==> config.mk <==
export PLATFORM = sky130hd
export DESIGN_NAME = fifo_wr_arbiter_flat
export DESIGN_NICKNAME = d
export VERILOG_FILES = /design/src/rtl/fifo_wr_arbiter_if.sv /design/src/rtl/fifo_wr_arbiter.sv /design/src/flat_wrapper.sv
export SDC_FILE = /design/constraint.sdc
export NUM_CORES = 1
export LEC_CHECK = 0
export ABC_AREA = 1
export CAP_MARGIN = 25
export CORE_MARGIN = 4
export CORE_UTILIZATION = 48
export CTS_BUF_LIST = sky130_fd_sc_hd__clkbuf_8
export DETAILED_ROUTE_END_ITERATION = 16
export GPL_TIMING_DRIVEN = 0
export HOLD_SLACK_MARGIN = 0.1
export PLACE_DENSITY = 0.93
export SYNTH_ARGS = -nofsm -noshare
export SYNTH_HDL_FRONTEND = slang
export SYNTH_SLANG_ARGS = --single-unit
==> constraint.sdc <==
create_clock -name clk -period 6.28 [get_ports clk]
set_input_delay 1.256 -clock clk [delete_from_list [all_inputs] [get_ports clk]]
set_output_delay 1.256 -clock clk [all_outputs]
set_load 0.01 [all_outputs]
==> src/rtl/fifo_wr_arbiter_if.sv <==
`default_nettype none
// ============================================================================
// Module   : fifo_wr_arbiter_if
// Brief    : Producer handshake and FIFO write-side bundle for fifo_wr_arbiter.
// Revision : 1.0 - initial release
// ============================================================================

interface fifo_wr_arbiter_if #(
  parameter int NUM_REQ    = 4,
  parameter int FIFO_WIDTH = 16
);

  logic [NUM_REQ-1:0]            req;
  logic [NUM_REQ*FIFO_WIDTH-1:0] req_data;
  logic [NUM_REQ-1:0]            gnt;
  logic                          wr_en;
  logic [FIFO_WIDTH-1:0]         data_in;
  logic                          full;
  logic                          almostfull;
  logic                          wr_ack;
  logic                          overflow;
  logic                          err_ack;
  logic                          err_ovf;

  // Producers plus FIFO as seen from outside the arbiter
  modport master (
    output req, req_data, full, almostfull, wr_ack, overflow,
    input  gnt, wr_en, data_in, err_ack, err_ovf
  );

  modport slave (
    input  req, req_data, full, almostfull, wr_ack, overflow,
    output gnt, wr_en, data_in, err_ack, err_ovf
  );

endinterface

`default_nettype wire

==> src/rtl/fifo_wr_arbiter.sv <==
`default_nettype none
// ============================================================================
// Module   : fifo_wr_arbiter
// Brief    : Round-robin burst arbiter sharing one FIFO write port among
//            NUM_REQ producers. Define FIFO_ARB_STATS_EN for word/stall counters.
// Revision : 1.0 - initial release
// ============================================================================

module fifo_wr_arbiter #(
  parameter int NUM_REQ    = 4,
  parameter int FIFO_WIDTH = 16,
  parameter int BURST_LEN  = 4
) (
  input  logic             clk,
  input  logic             rst_n,
`ifdef FIFO_ARB_STATS_EN
  output logic [15:0]      stat_words,
  output logic [15:0]      stat_stall,
`endif
  fifo_wr_arbiter_if.slave bus
);

  localparam int                 c_PTR_W = (NUM_REQ > 1) ? $clog2(NUM_REQ) : 1;
  localparam logic [3:0]         c_BURST = 4'(BURST_LEN);
  localparam logic [c_PTR_W-1:0] c_LAST  = c_PTR_W'(NUM_REQ - 1);

  typedef enum logic [0:0] {
    IDLE  = 1'b0,
    BURST = 1'b1
  } state_t;

  state_t                r_state;
  state_t                w_state_nxt;
  logic [c_PTR_W-1:0]    r_rr_ptr;
  logic [c_PTR_W-1:0]    w_rr_ptr_nxt;
  logic [c_PTR_W-1:0]    r_owner;
  logic [c_PTR_W-1:0]    w_owner_nxt;
  logic [3:0]            r_burst_cnt;
  logic [3:0]            w_burst_cnt_nxt;

  logic                  r_run;
  logic                  r_wr_en;
  logic [FIFO_WIDTH-1:0] r_data;
  logic                  r_ack_pend;
  logic                  r_err_ack;
  logic                  r_err_ovf;

  logic                  w_can_issue;
  logic                  w_own_req;
  logic                  w_found;
  logic                  w_accept;
  logic [c_PTR_W-1:0]    w_base;
  logic [c_PTR_W-1:0]    w_idx;
  logic [c_PTR_W-1:0]    w_cand;
  logic [3:0]            w_new_cnt;
  logic [NUM_REQ-1:0]    w_gnt;
  logic [FIFO_WIDTH-1:0] w_words [NUM_REQ];

  function automatic logic [c_PTR_W-1:0] f_next(input logic [c_PTR_W-1:0] idx);
    return (idx == c_LAST) ? '0 : idx + 1'b1;
  endfunction

  for (genvar gi = 0; gi < NUM_REQ; gi++) begin : g_slice
    assign w_words[gi] = bus.req_data[gi*FIFO_WIDTH +: FIFO_WIDTH];
  end

  // A registered write still in flight takes the last slot under almostfull
  assign w_can_issue = !bus.full && !(bus.almostfull && r_wr_en);
  assign w_own_req   = bus.req[r_owner];

  // Owner keeps priority while requesting; once it drops, search resumes past it
  always_comb begin
    w_base = r_rr_ptr;
    if (r_state == BURST) begin
      w_base = w_own_req ? r_owner : f_next(r_owner);
    end
    w_found = 1'b0;
    w_cand  = '0;
    w_idx   = w_base;
    for (int k = 0; k < NUM_REQ; k++) begin
      if (!w_found && bus.req[w_idx]) begin
        w_found = 1'b1;
        w_cand  = w_idx;
      end
      w_idx = f_next(w_idx);
    end
  end

  // r_run keeps grants off until the first edge after reset release
  assign w_accept  = r_run && w_can_issue && w_found;
  assign w_new_cnt = (r_state == BURST && w_own_req) ? r_burst_cnt + 4'd1 : 4'd1;

  always_comb begin
    w_gnt = '0;
    if (w_accept) begin
      w_gnt[w_cand] = 1'b1;
    end
  end

  always_comb begin
    w_state_nxt     = r_state;
    w_rr_ptr_nxt    = r_rr_ptr;
    w_owner_nxt     = r_owner;
    w_burst_cnt_nxt = r_burst_cnt;
    if (w_accept) begin
      w_owner_nxt = w_cand;
      if (w_new_cnt >= c_BURST) begin
        w_state_nxt     = IDLE;
        w_rr_ptr_nxt    = f_next(w_cand);
        w_burst_cnt_nxt = '0;
      end else begin
        w_state_nxt     = BURST;
        w_burst_cnt_nxt = w_new_cnt;
      end
    end else if (r_state == BURST && !w_own_req) begin
      w_state_nxt     = IDLE;
      w_rr_ptr_nxt    = f_next(r_owner);
      w_burst_cnt_nxt = '0;
    end
  end

  always_ff @(posedge clk or negedge rst_n) begin
    if (!rst_n) begin
      r_state     <= IDLE;
      r_rr_ptr    <= '0;
      r_owner     <= '0;
      r_burst_cnt <= '0;
    end else begin
      r_state     <= w_state_nxt;
      r_rr_ptr    <= w_rr_ptr_nxt;
      r_owner     <= w_owner_nxt;
      r_burst_cnt <= w_burst_cnt_nxt;
    end
  end

  always_ff @(posedge clk or negedge rst_n) begin
    if (!rst_n) begin
      r_run      <= 1'b0;
      r_wr_en    <= 1'b0;
      r_data     <= '0;
      r_ack_pend <= 1'b0;
      r_err_ack  <= 1'b0;
      r_err_ovf  <= 1'b0;
    end else begin
      r_run      <= 1'b1;
      r_wr_en    <= w_accept;
      r_ack_pend <= r_wr_en;
      if (w_accept) begin
        r_data <= w_words[w_cand];
      end
      if (r_ack_pend && !bus.wr_ack) begin
        r_err_ack <= 1'b1;
      end
      if (bus.overflow) begin
        r_err_ovf <= 1'b1;
      end
    end
  end

  assign bus.gnt     = w_gnt;
  assign bus.wr_en   = r_wr_en;
  assign bus.data_in = r_data;
  assign bus.err_ack = r_err_ack;
  assign bus.err_ovf = r_err_ovf;

`ifdef FIFO_ARB_STATS_EN
  logic [15:0] r_stat_words;
  logic [15:0] r_stat_stall;
  logic        w_stall;

  assign w_stall = (|bus.req) && !w_can_issue;

  // Both counters saturate rather than wrap
  always_ff @(posedge clk or negedge rst_n) begin
    if (!rst_n) begin
      r_stat_words <= '0;
      r_stat_stall <= '0;
    end else begin
      if (w_accept && r_stat_words != 16'hFFFF) begin
        r_stat_words <= r_stat_words + 16'd1;
      end
      if (w_stall && r_stat_stall != 16'hFFFF) begin
        r_stat_stall <= r_stat_stall + 16'd1;
      end
    end
  end

  assign stat_words = r_stat_words;
  assign stat_stall = r_stat_stall;
`endif

endmodule

`default_nettype wire

==> src/flat_wrapper.sv <==
// flat-port wrapper written by rule: the top's interface ports become plain ports
module fifo_wr_arbiter_flat 
#(
  parameter int NUM_REQ    = 4,
  parameter int FIFO_WIDTH = 16,
  parameter int BURST_LEN  = 4
)
  (clk, rst_n, bus_req, bus_req_data, bus_full, bus_almostfull, bus_wr_ack, bus_overflow, bus_gnt, bus_wr_en, bus_data_in, bus_err_ack, bus_err_ovf);
  fifo_wr_arbiter_if #(.NUM_REQ(NUM_REQ), .FIFO_WIDTH(FIFO_WIDTH)) bus_i ();
  input  logic clk;
  input  logic rst_n;
  input wire logic [$bits(bus_i.req)-1:0] bus_req;
  input wire logic [$bits(bus_i.req_data)-1:0] bus_req_data;
  input wire logic [$bits(bus_i.full)-1:0] bus_full;
  input wire logic [$bits(bus_i.almostfull)-1:0] bus_almostfull;
  input wire logic [$bits(bus_i.wr_ack)-1:0] bus_wr_ack;
  input wire logic [$bits(bus_i.overflow)-1:0] bus_overflow;
  output wire logic [$bits(bus_i.gnt)-1:0] bus_gnt;
  output wire logic [$bits(bus_i.wr_en)-1:0] bus_wr_en;
  output wire logic [$bits(bus_i.data_in)-1:0] bus_data_in;
  output wire logic [$bits(bus_i.err_ack)-1:0] bus_err_ack;
  output wire logic [$bits(bus_i.err_ovf)-1:0] bus_err_ovf;
  assign bus_i.req = bus_req;
  assign bus_i.req_data = bus_req_data;
  assign bus_i.full = bus_full;
  assign bus_i.almostfull = bus_almostfull;
  assign bus_i.wr_ack = bus_wr_ack;
  assign bus_i.overflow = bus_overflow;
  assign bus_gnt = bus_i.gnt;
  assign bus_wr_en = bus_i.wr_en;
  assign bus_data_in = bus_i.data_in;
  assign bus_err_ack = bus_i.err_ack;
  assign bus_err_ovf = bus_i.err_ovf;
  fifo_wr_arbiter #(.NUM_REQ(NUM_REQ), .FIFO_WIDTH(FIFO_WIDTH), .BURST_LEN(BURST_LEN)) u_core (.clk(clk), .rst_n(rst_n), .bus(bus_i));
endmodule
==> reports/qor.yml, run 1 <==
outcome:
  outcome: "complete, no violations"
finish:
  n_antenna_cell: 0
  area_growth_pct: 49.8
  final.fill_count: 343
  layout.nets: 548
  layout-drive-gt1-share_pct: 9.83
sta:
  final_hold_viol_count: 0
  clock_skew_ns: 0.00816
  setup_viol_count_final: 0
  max_slew.worst_pin.slew_ns: 0.832
  min_period_ns: 5.98
  clock.fmax_mhz: 167
  timing.setup.tns_ns: 0
  grt_setup_unrepaired: "no"
  finalMaxSlewViolations: 0
  finalCritPeriodShare_pct: 95.2
  relSlewSlack_pct: 44.4
  fin_ws_ns: 0.300
worst_setup_path:
  worstPathRequired_ns: 5.02
  crit_path_end_kind: "primary output"
  path_cells: "clkdlybuf4s50_1 -> inv_1 -> nand2_1 -> nand3_2 -> nand2_2 -> nand3_2 -> nand3_4 -> inv_1 -> ha_1 -> inv_2 -> nand3_1 -> nand3_2 -> nand2_1 -> nor2_1 -> nand4_1 -> nand3_1 -> buf_6 -> buf_6 -> ha_1 -> inv_1 -> nor2_1 -> clkdlybuf4s50_1"
  path_max_fanout: 11
  crit_type: "in2out"
  max_stage_delay_ns: 0.56
  regToRegStartpoint: "u_core.r_owner[0]"
  worstPathArrival_ns: 4.72
  crit_buf_inv: 8
  crit_start: "bus_req[1]"
  cp-start-kind: "input pin"
  crit_slowest_cell: "clkdlybuf4s50_1"
  crit_family: "buffers and inverters"
logic_synthesis:
  yosysTopAreaCell: "dfrtp_1"
  synth_nets: 443
  synth_area_leaders: "dfrtp_1 (32%), nand2_1 (15%), nand3_1 (12%), inv_1 (11%), nor2_1 (4.7%)"
  synth_simple_gate_area_share_pct: 41.8
  synth_area_per_cell_um2: 6.57
  ys_types: 32
  yosysWarnings: 0
  synth_fa_ha_area_share_pct: 3.68
  ys.flop_type: "dfrtp_1"
  synth_seq_cells: 30
  postSynthCellCount: 362
  synth_edf_count: 0
  synth_top_cell_area_share_pct: 31.6
  yosysSeqAreaShare_pct: 31.6
  synth_top_family_by_area: "simple AND/OR/NAND/NOR gates"
  synth-compound-area-share_pct: 6.37
  synth_area_um2: 2380
  async_flop_share_pct: 100
  synth_mux_area_share_pct: 0
  synth-xor-area-share_pct: 0.737
drt:
  drt-pass1-iter-count: 5
  finalWirelength_mm: 7.42
  viasPerCell: 5.01
  num_vias: 2679
  avgRoutedWirePerCell_um: 13.9
  drcViolationCount: 0
  drtAntennaViolNets: 0
  drt-initial-drc-count: 177
clock_network:
  cts_tree: "yes"
  ctsHoldBuffers: 0
  clock_latency_ns: 0.29
  cts_num_sinks: 30
  cts_inserted_buffers: 5
  clock_path_buffers: 2
  path_clk_slew_ns: 0.06
  cts_root_buf: "clkbuf_8"
  cts_max_level: 2
placement:
  dp_slack_ns: 0.281
  io_buffers: 96
  gp_congestion: 0.924
  dpl.hpwl_mm: 5.70
floorplanning:
  die_x_um: 78.4
  core-area_um2: 4750
  initial_core_util_pct: 50.0
  num_io_pins: 97
  chipHeight_um: 78.4
  rows: 25
  die_area_um2: 6140
grt:
  track_usage_pct: 24.5
  grt_remaining_overflow: 0
  antenna_found_initial: 0
  grt_max_degree: 17
  grt_pass1_vias: 2559
  grt_pass1_wl_mm: 12.0
worst_hold_path:
  hold_start: "u_core.bus.wr_en"
  hp-class: "reg2reg"
flow_run:
  cap_violations: 0
[routing by layer]
metal / wire, µm / global-route usage, %
met1: 2910 / 29.7
met2: 3760 / 43.1
met3: 592 / 5.28
met5: 0 / 0
met4: 153 / 8.22
[layout by cell type, fill, tap and decap left out, drive strengths merged, types with 2 or more instances in the layout]
| master | instances |
|---|---|
| a21oi | 2 |
| buf | 11 |
| clkbuf | 8 |
| clkdlybuf4s50 | 94 |
| dfrtp | 30 |
| dlymetal6s2s | 2 |
| ha | 7 |
| inv | 79 |
| nand2 | 104 |
| nand3 | 63 |
| nand4 | 4 |
| nor2 | 32 |
| o211ai | 8 |
| o21ai | 9 |
| or2 | 7 |
[path summary, 6_finish.rpt]
| check | end | slack [ns] | cells past startpoint |
|---|---|---|---|
| min in group asynchronous | u_core.bus.data_in[12] | 1.44 | 1 |
| worst max-delay path | bus_gnt[1] | 0.30 | 22 |
| worst max register to register | u_core.r_rr_ptr[1] | 3.02 | 19 |
| worst min register to register | u_core.r_ack_pend | 0.43 | 0 |
| worst min-delay path | u_core.r_ack_pend | 0.43 | 0 |
| max in group asynchronous | u_core.bus.data_in[10] | 4.28 | 2 |
[final cells by class]
class,instances,area [µm²],share of cell area (%)
repair buffers,98,1000,28.1
flip-flops and latches,30,751,21.1
clock inverters,2,8.76,0.246
plain buffers,11,80.1,2.25
clock buffers,6,82.6,2.32
multi-input cells,243,1260,35.4
well taps,67,83.8,2.35
inverters,78,293,8.22
[cells in the mapped netlist (2+ instances only)]
master	n
nand2_1	97
inv_1	71
nand3_1	55
dfrtp_1	30
nor2_1	30
o211ai_1	8
ha_1	7
inv_2	7
o21ai_0	7
nand3_2	6
or2_1	6
nand2_2	5
buf_2	4
buf_6	4
nand4_1	3
a21oi_1	2
clkbuf_1	2
nand2_4	2
nand3_4	2
o21ai_1	2
[registers in the layout, summed over array words and instances, names as in the netlist]
name                count
u_core.r_owner          2
u_core.r_rr_ptr         2
u_core.bus.data_in     16
u_core.bus.wr_en        1
u_core.r_state          1
u_core.r_ack_pend       1
u_core.r_burst_cnt      4
u_core.r_run            1
u_core.bus.err_ack      1
u_core.bus.err_ovf      1
[timing repair]
item | in CTS | in global routing
resized for setup | 0 | 4
setup endpoints to repair | 0 | 4
buffers inserted | 0 | 1
[logic make-up after synthesis]
group,count (synthesis)
compound gates,23
simple gates,210
other cells,1
xor+xnor,2
flops,30
buf+inv,89
fa+ha+maj,7
[per-stage QoR]
step / utilization (%) / hold WS, ns / area (µm²) / std cells
floorplan: - / 0.435 / 2380 / 362
global placement: 72.0 / 0.401 / 3420 / 525
detailed placement: 72.6 / 0.406 / 3450 / 526
CTS: 74.5 / 0.417 / 3540 / 534
global route: 74.9 / 0.444 / 3560 / 535
finish: 74.9 / 0.426 / 3560 / 535
Power of run 1 is left out: the tool's default activity adds up to more than one toggle a clock period on the data nets, which glitch-free logic cannot reach.
==> inputs of run 2 (changes only) <==
--- a/config.mk
+++ b/config.mk
@@ -8,12 +8,13 @@
 export ABC_AREA = 1
 export CAP_MARGIN = 25
 export CORE_MARGIN = 4
-export CORE_UTILIZATION = 48
+export CORE_UTILIZATION = 25
 export CTS_BUF_LIST = sky130_fd_sc_hd__clkbuf_8
 export DETAILED_ROUTE_END_ITERATION = 16
+export DONT_BUFFER_PORTS = 1
 export GPL_TIMING_DRIVEN = 0
 export HOLD_SLACK_MARGIN = 0.1
-export PLACE_DENSITY = 0.93
+export PLACE_DENSITY = 0.43
 export SYNTH_ARGS = -nofsm -noshare
 export SYNTH_HDL_FRONTEND = slang
 export SYNTH_SLANG_ARGS = --single-unit
==> constraint.sdc (replaced) <==
create_clock -name clk -period 6.28 [get_ports clk]
set_input_delay 1.256 -clock clk [delete_from_list [all_inputs] [get_ports clk]]
set_output_delay 1.256 -clock clk [all_outputs]
set_load 0.05 [all_outputs]
==> run 2 against run 1 <==
Against the previous run:
- critical path depth is 4 lower
- via count is 19% lower
- non-clock buffer count is 98 lower
- design area is 26% lower
- count of clock-buffer cells in the layout is 2 higher
- first-iteration DRC count is 20% lower
- fmax is 6.9% higher
- register-to-register slack worse by 0.11 ns
- largest cell class unchanged
- core utilization is 46 points lower
- highest routed layer unchanged
- flip-flop and latch count stayed put
==> reports/qor.yml, run 2 (synthesized netlist as in run 1, its figures left out) <==
drt:
  drtAntennaViolNets: 0  # unchanged
  finalWirelength_mm: 6.87  # -7.4%
  drcViolationCount: 0  # unchanged
  viasPerCell: 4.34  # -13%
  avgRoutedWirePerCell_um: 13.8  # -0.72%
  num_vias: 2167  # -19%
  drt-initial-drc-count: 142  # -20%
  drt-pass1-iter-count: 4  # -1
floorplanning:
  rows: 35  # +40%
  num_io_pins: 97  # unchanged
  chipHeight_um: 106  # +35%
  initial_core_util_pct: 25.7  # -24 points
  die_x_um: 106  # +35%
  core-area_um2: 9240  # +94%
  die_area_um2: 11100  # +81%
placement:
  dpl.hpwl_mm: 5.38  # -5.6%
  io_buffers: 0  # -100%
  gp_congestion: 0.788  # -15%
clock_network:
  clock_path_buffers: 2  # unchanged
  cts_root_buf: "clkbuf_8"
  cts_resized: 0  # unchanged
  clock_latency_ns: 0.28  # about the same
  cts_tree: "yes"
  cts_max_level: 2  # unchanged
  cts_num_sinks: 30  # unchanged
  path_clk_slew_ns: 0.07  # about the same
  post_cts_buffers: 0  # unchanged
  cts_inserted_buffers: 5  # unchanged
  ctsHoldBuffers: 0  # unchanged
worst_setup_path:
  crit_start: "bus_req[1]"
  crit_path_end_kind: "primary output"
  worstPathArrival_ns: 4.34  # -0.38 ns
  path_max_fanout: 11  # unchanged
  regToRegStartpoint: "u_core.r_owner[0]"
  crit_type: "in2out"
  cp-start-kind: "input pin"
  worstPathRequired_ns: 5.02  # about the same
sta:
  clock_skew_ns: 0.00469  # -0.00347 ns
  relSlewSlack_pct: 33.8  # -11 points
  finalMaxSlewViolations: 0  # unchanged
  finalCritPeriodShare_pct: 89.1  # -6.2 points
  grt_setup_unrepaired: "no"
  max_slew.worst_pin.slew_ns: 0.989  # +0.157 ns
  timing.setup.tns_ns: 0  # unchanged
  final_hold_viol_count: 0  # unchanged
  min_period_ns: 5.59  # -0.387 ns
  setup_viol_count_final: 0  # unchanged
  clock.fmax_mhz: 179  # +6.9%
grt:
  antenna_found_initial: 0  # unchanged
  track_usage_pct: 12.2  # -12 points
  grt_pass1_vias: 2064  # -19%
  grt_remaining_overflow: 0  # unchanged
  grt_pass1_wl_mm: 10.9  # -9.0%
  grt_max_degree: 31  # +14
finish:
  n_antenna_cell: 0  # unchanged
  layout_commonest_cell: "nand2_1"
  layout.nets: 450  # -18%
  largest_reg_flops: 16  # unchanged
  final_cell_mix: "nand2_1 (97), inv_1 (71), nand3_1 (55)"
  final.fill_count: 1030  # +200%
  layout-drive-gt1-share_pct: 11.9  # +2.1 points
  area_growth_pct: 11.4
outcome:
  outcome: "complete, no violations"
flow_run:
  cap_violations: 0  # unchanged
worst_hold_path:
  hold_start: "u_core.r_ack_pend"
  hp-class: "reg2reg"
==> run 2: worst paths after layout <==
check	to	slack [ns]	cells after the start
setup reg to reg	u_core.r_rr_ptr[1]	2.91	20
max in group asynchronous	u_core.r_owner[0]	5.53	0
hold / removal	u_core.bus.err_ack	0.51	2
setup / recovery	bus_gnt[3]	0.69	18
hold reg to reg	u_core.bus.err_ack	0.51	2
min in group asynchronous	u_core.bus.err_ovf	0.67	0
==> run 2: per-layer routing <==
layer / global-route usage, % / vias up / wire length [µm]
li1: - / 1123 / -
met4: 2.78 / 0 / 63
met3: 3.92 / 4 / 484
met2: 19.1 / 60 / 3130
met5: 0 / - / 0
met1: 16.4 / 980 / 3190
==> run 2: final cells by class <==
class / count / area (µm²) / share of cell area (%)
Buffer: 11 / 80.1 / 3.02
Sequential cell: 30 / 751 / 28.3
Multi-Input combinational cell: 243 / 1250 / 47.3
Inverter: 78 / 293 / 11.1
Clock buffer: 8 / 110 / 4.16
Tap cell: 129 / 161 / 6.09
==> run 2: per-stage QoR <==
stage               hold slack, ns  area [µm²]  utilization [%]  worst slack [ns]  cells
detailed placement           0.509        2540             27.5             0.655    491
global placement             0.506        2540             27.5             0.668    491
CTS                          0.526        2650             28.7             0.657    499
finish                       0.509        2650             28.7             0.687    499
global route                 0.538        2650             28.7             0.326    499
floorplan                    0.465        2380                -              1.16    362
==> run 2: critical path: stages <==
cell and delay (ns):
inv_1 0.03, nand2_1 0.06, nand3_2 0.11, a31oi_2 0.39
inv_2 0.09, ha_1 0.20, inv_1 0.15, nand3_1 0.13
nand3_1 0.14, nand2_1 0.07, nor2_1 0.13, nand4_1 0.14
nand3_1 0.13, buf_6 0.15, buf_6 0.17, ha_1 0.16
inv_1 0.05, nor2_1 0.75
Power of run 2 is left out for the same reason.
==> inputs of run 3 (changes only) <==
--- a/config.mk
+++ b/config.mk
@@ -7,6 +7,7 @@
 export LEC_CHECK = 0
 export ABC_AREA = 1
 export CAP_MARGIN = 25
+export CORE_ASPECT_RATIO = 0.6
 export CORE_MARGIN = 4
 export CORE_UTILIZATION = 25
 export CTS_BUF_LIST = sky130_fd_sc_hd__clkbuf_8
==> run 3 against run 2 <==
Against the previous run:
- hold slack lost 0.0079 ns
- critical path type unchanged
- highest routed layer unchanged
- first-iteration DRC count shrank 20%
- count of clock-buffer cells in the layout shrank 2
- sequential share of layout area grew 0.15 points
==> reports/qor.yml, run 3 (synthesized netlist as in run 1, its figures left out) <==
worst_setup_path:
  crit_type: "in2out"
  worstPathRequired_ns: 5.02  # about the same
  path_max_fanout: 11  # unchanged
  crit_path_end_kind: "primary output"
  worstPathArrival_ns: 4.32  # -0.02 ns
  cp-start-kind: "input pin"
finish:
  layout-drive-gt1-share_pct: 11.9  # unchanged
  layout.nets: 450  # unchanged
  n_antenna_cell: 0  # unchanged
  final_util_pct: 28.6  # -0.095 points
  final.fill_count: 1053  # +2.2%
  layout_commonest_cell: "nand2_1"
  largest_reg_flops: 16  # unchanged
  area_growth_pct: 10.8
  final_cell_mix: "nand2_1 (97), inv_1 (71), nand3_1 (55)"
drt:
  drcViolationCount: 0  # unchanged
  drtAntennaViolNets: 0  # unchanged
  drt-pass1-iter-count: 4  # unchanged
  viasPerCell: 4.31  # -0.71%
  finalWirelength_mm: 6.94  # +1.0%
  avgRoutedWirePerCell_um: 13.9  # +0.85%
  num_vias: 2156  # -0.51%
  drt-initial-drc-count: 114  # -20%
sta:
  finalMaxSlewViolations: 0  # unchanged
  timing.setup.tns_ns: 0  # unchanged
  setup_viol_count_final: 0  # unchanged
  min_period_ns: 5.58  # -0.0136 ns
  clock.fmax_mhz: 179  # +0.24%
  max_slew.worst_pin.slew_ns: 0.904  # -0.0851 ns
  finalCritPeriodShare_pct: 88.8  # -0.22 points
  relSlewSlack_pct: 39.5  # +5.7 points
  fin_ws_ns: 0.701  # +0.0136 ns
  final_hold_viol_count: 0  # unchanged
  grt_setup_unrepaired: "no"
  clock_skew_ns: 0.00698  # +0.00229 ns
floorplanning:
  core-area_um2: 9220  # -0.19%
  die_x_um: 134  # +27%
  initial_core_util_pct: 25.8  # +0.049 points
  num_io_pins: 97  # unchanged
  die_area_um2: 11200  # +0.46%
  chipHeight_um: 83.5  # -21%
  rows: 27  # -23%
clock_network:
  cts_resized: 0  # unchanged
  cts_root_buf: "clkbuf_8"
  cts_tree: "yes"
  ctsHoldBuffers: 0  # unchanged
  cts_max_level: 2  # unchanged
  clock_path_buffers: 2  # unchanged
  clock_latency_ns: 0.29  # about the same
  path_clk_slew_ns: 0.07  # about the same
  cts_inserted_buffers: 5  # unchanged
  post_cts_buffers: 0  # unchanged
  cts_num_sinks: 30  # unchanged
grt:
  grt_remaining_overflow: 0  # unchanged
  grt_pass1_wl_mm: 11.0  # +1.2%
  grt_pass1_vias: 2058  # -0.29%
  grt_max_degree: 31  # unchanged
  antenna_found_initial: 0  # unchanged
  track_usage_pct: 12.4  # +0.16 points
flow_run:
  cap_violations: 0  # unchanged
placement:
  dp_slack_ns: 0.662  # +0.00775 ns
  gp_congestion: 0.741  # -5.9%
  io_buffers: 0  # unchanged
  dpl.hpwl_mm: 5.55  # +3.2%
outcome:
  outcome: "complete, no violations"
worst_hold_path:
  hp-class: "reg2reg"
-- run 3: cell count changes in the layout (fill, tap and decap cells not counted), sizes merged --
cell,previous run,this run
clkinvlp,0,1
clkinv,0,1
clkbuf,10,8
-- run 3: final timing paths --
kind                              startpoint               endpoint  slack, ns  cells after the start
max                               bus_req[1]             bus_gnt[3]       0.70                     18
min                        u_core.r_ack_pend     u_core.bus.err_ack       0.50                      2
max reg2reg                u_core.r_owner[0]     u_core.r_rr_ptr[1]       2.89                     20
min reg2reg                u_core.r_ack_pend     u_core.bus.err_ack       0.50                      2
max in group asynchronous              rst_n     u_core.bus.err_ovf       5.53                      0
min in group asynchronous              rst_n  u_core.bus.data_in[6]       0.66                      0
-- run 3: routing by layer --
metal  global-route usage, %  wire length, µm  up-vias  share of wire (%)
met5                       0                0        -                  0
met4                    1.68               17        0               0.24
met3                    4.46              577        2                8.3
met2                    16.5             2630       84                 38
met1                    19.0             3720      949                 54
li1                        -                -     1121                  -
-- run 3: layout make-up --
type / count / area, µm² / area share, %
Inverter: 78 / 293 / 11.1
Clock inverter: 2 / 12.5 / 0.475
Multi-Input combinational cell: 243 / 1250 / 47.6
Sequential cell: 30 / 751 / 28.5
Tap cell: 130 / 163 / 6.17
Buffer: 11 / 80.1 / 3.04
Clock buffer: 6 / 82.6 / 3.13
-- run 3: worst max-delay path, stage by stage --
cell and delay (ns):
inv_1 0.03, nand2_1 0.06, nand3_2 0.12, a31oi_2 0.38, inv_2 0.08, ha_1 0.21, inv_1 0.15, nand2_2 0.14
nand2_1 0.09, nand3_1 0.06, nand2_1 0.14, nand4_1 0.17, nand3_1 0.16, buf_6 0.16, buf_6 0.18, ha_1 0.16
inv_1 0.06, nor2_1 0.70
-- run 3: metrics by stage --
step | instances | instance area (µm²) | hold WS (ns)
2_1_floorplan | 362 | 2380 | 0.465
3_3_place_gp | 492 | 2540 | 0.506
3_5_place_dp | 492 | 2540 | 0.501
4_1_cts | 500 | 2640 | 0.521
5_1_grt | 500 | 2640 | 0.544
6_report | 500 | 2640 | 0.502
Power of run 3 is left out for the same reason.
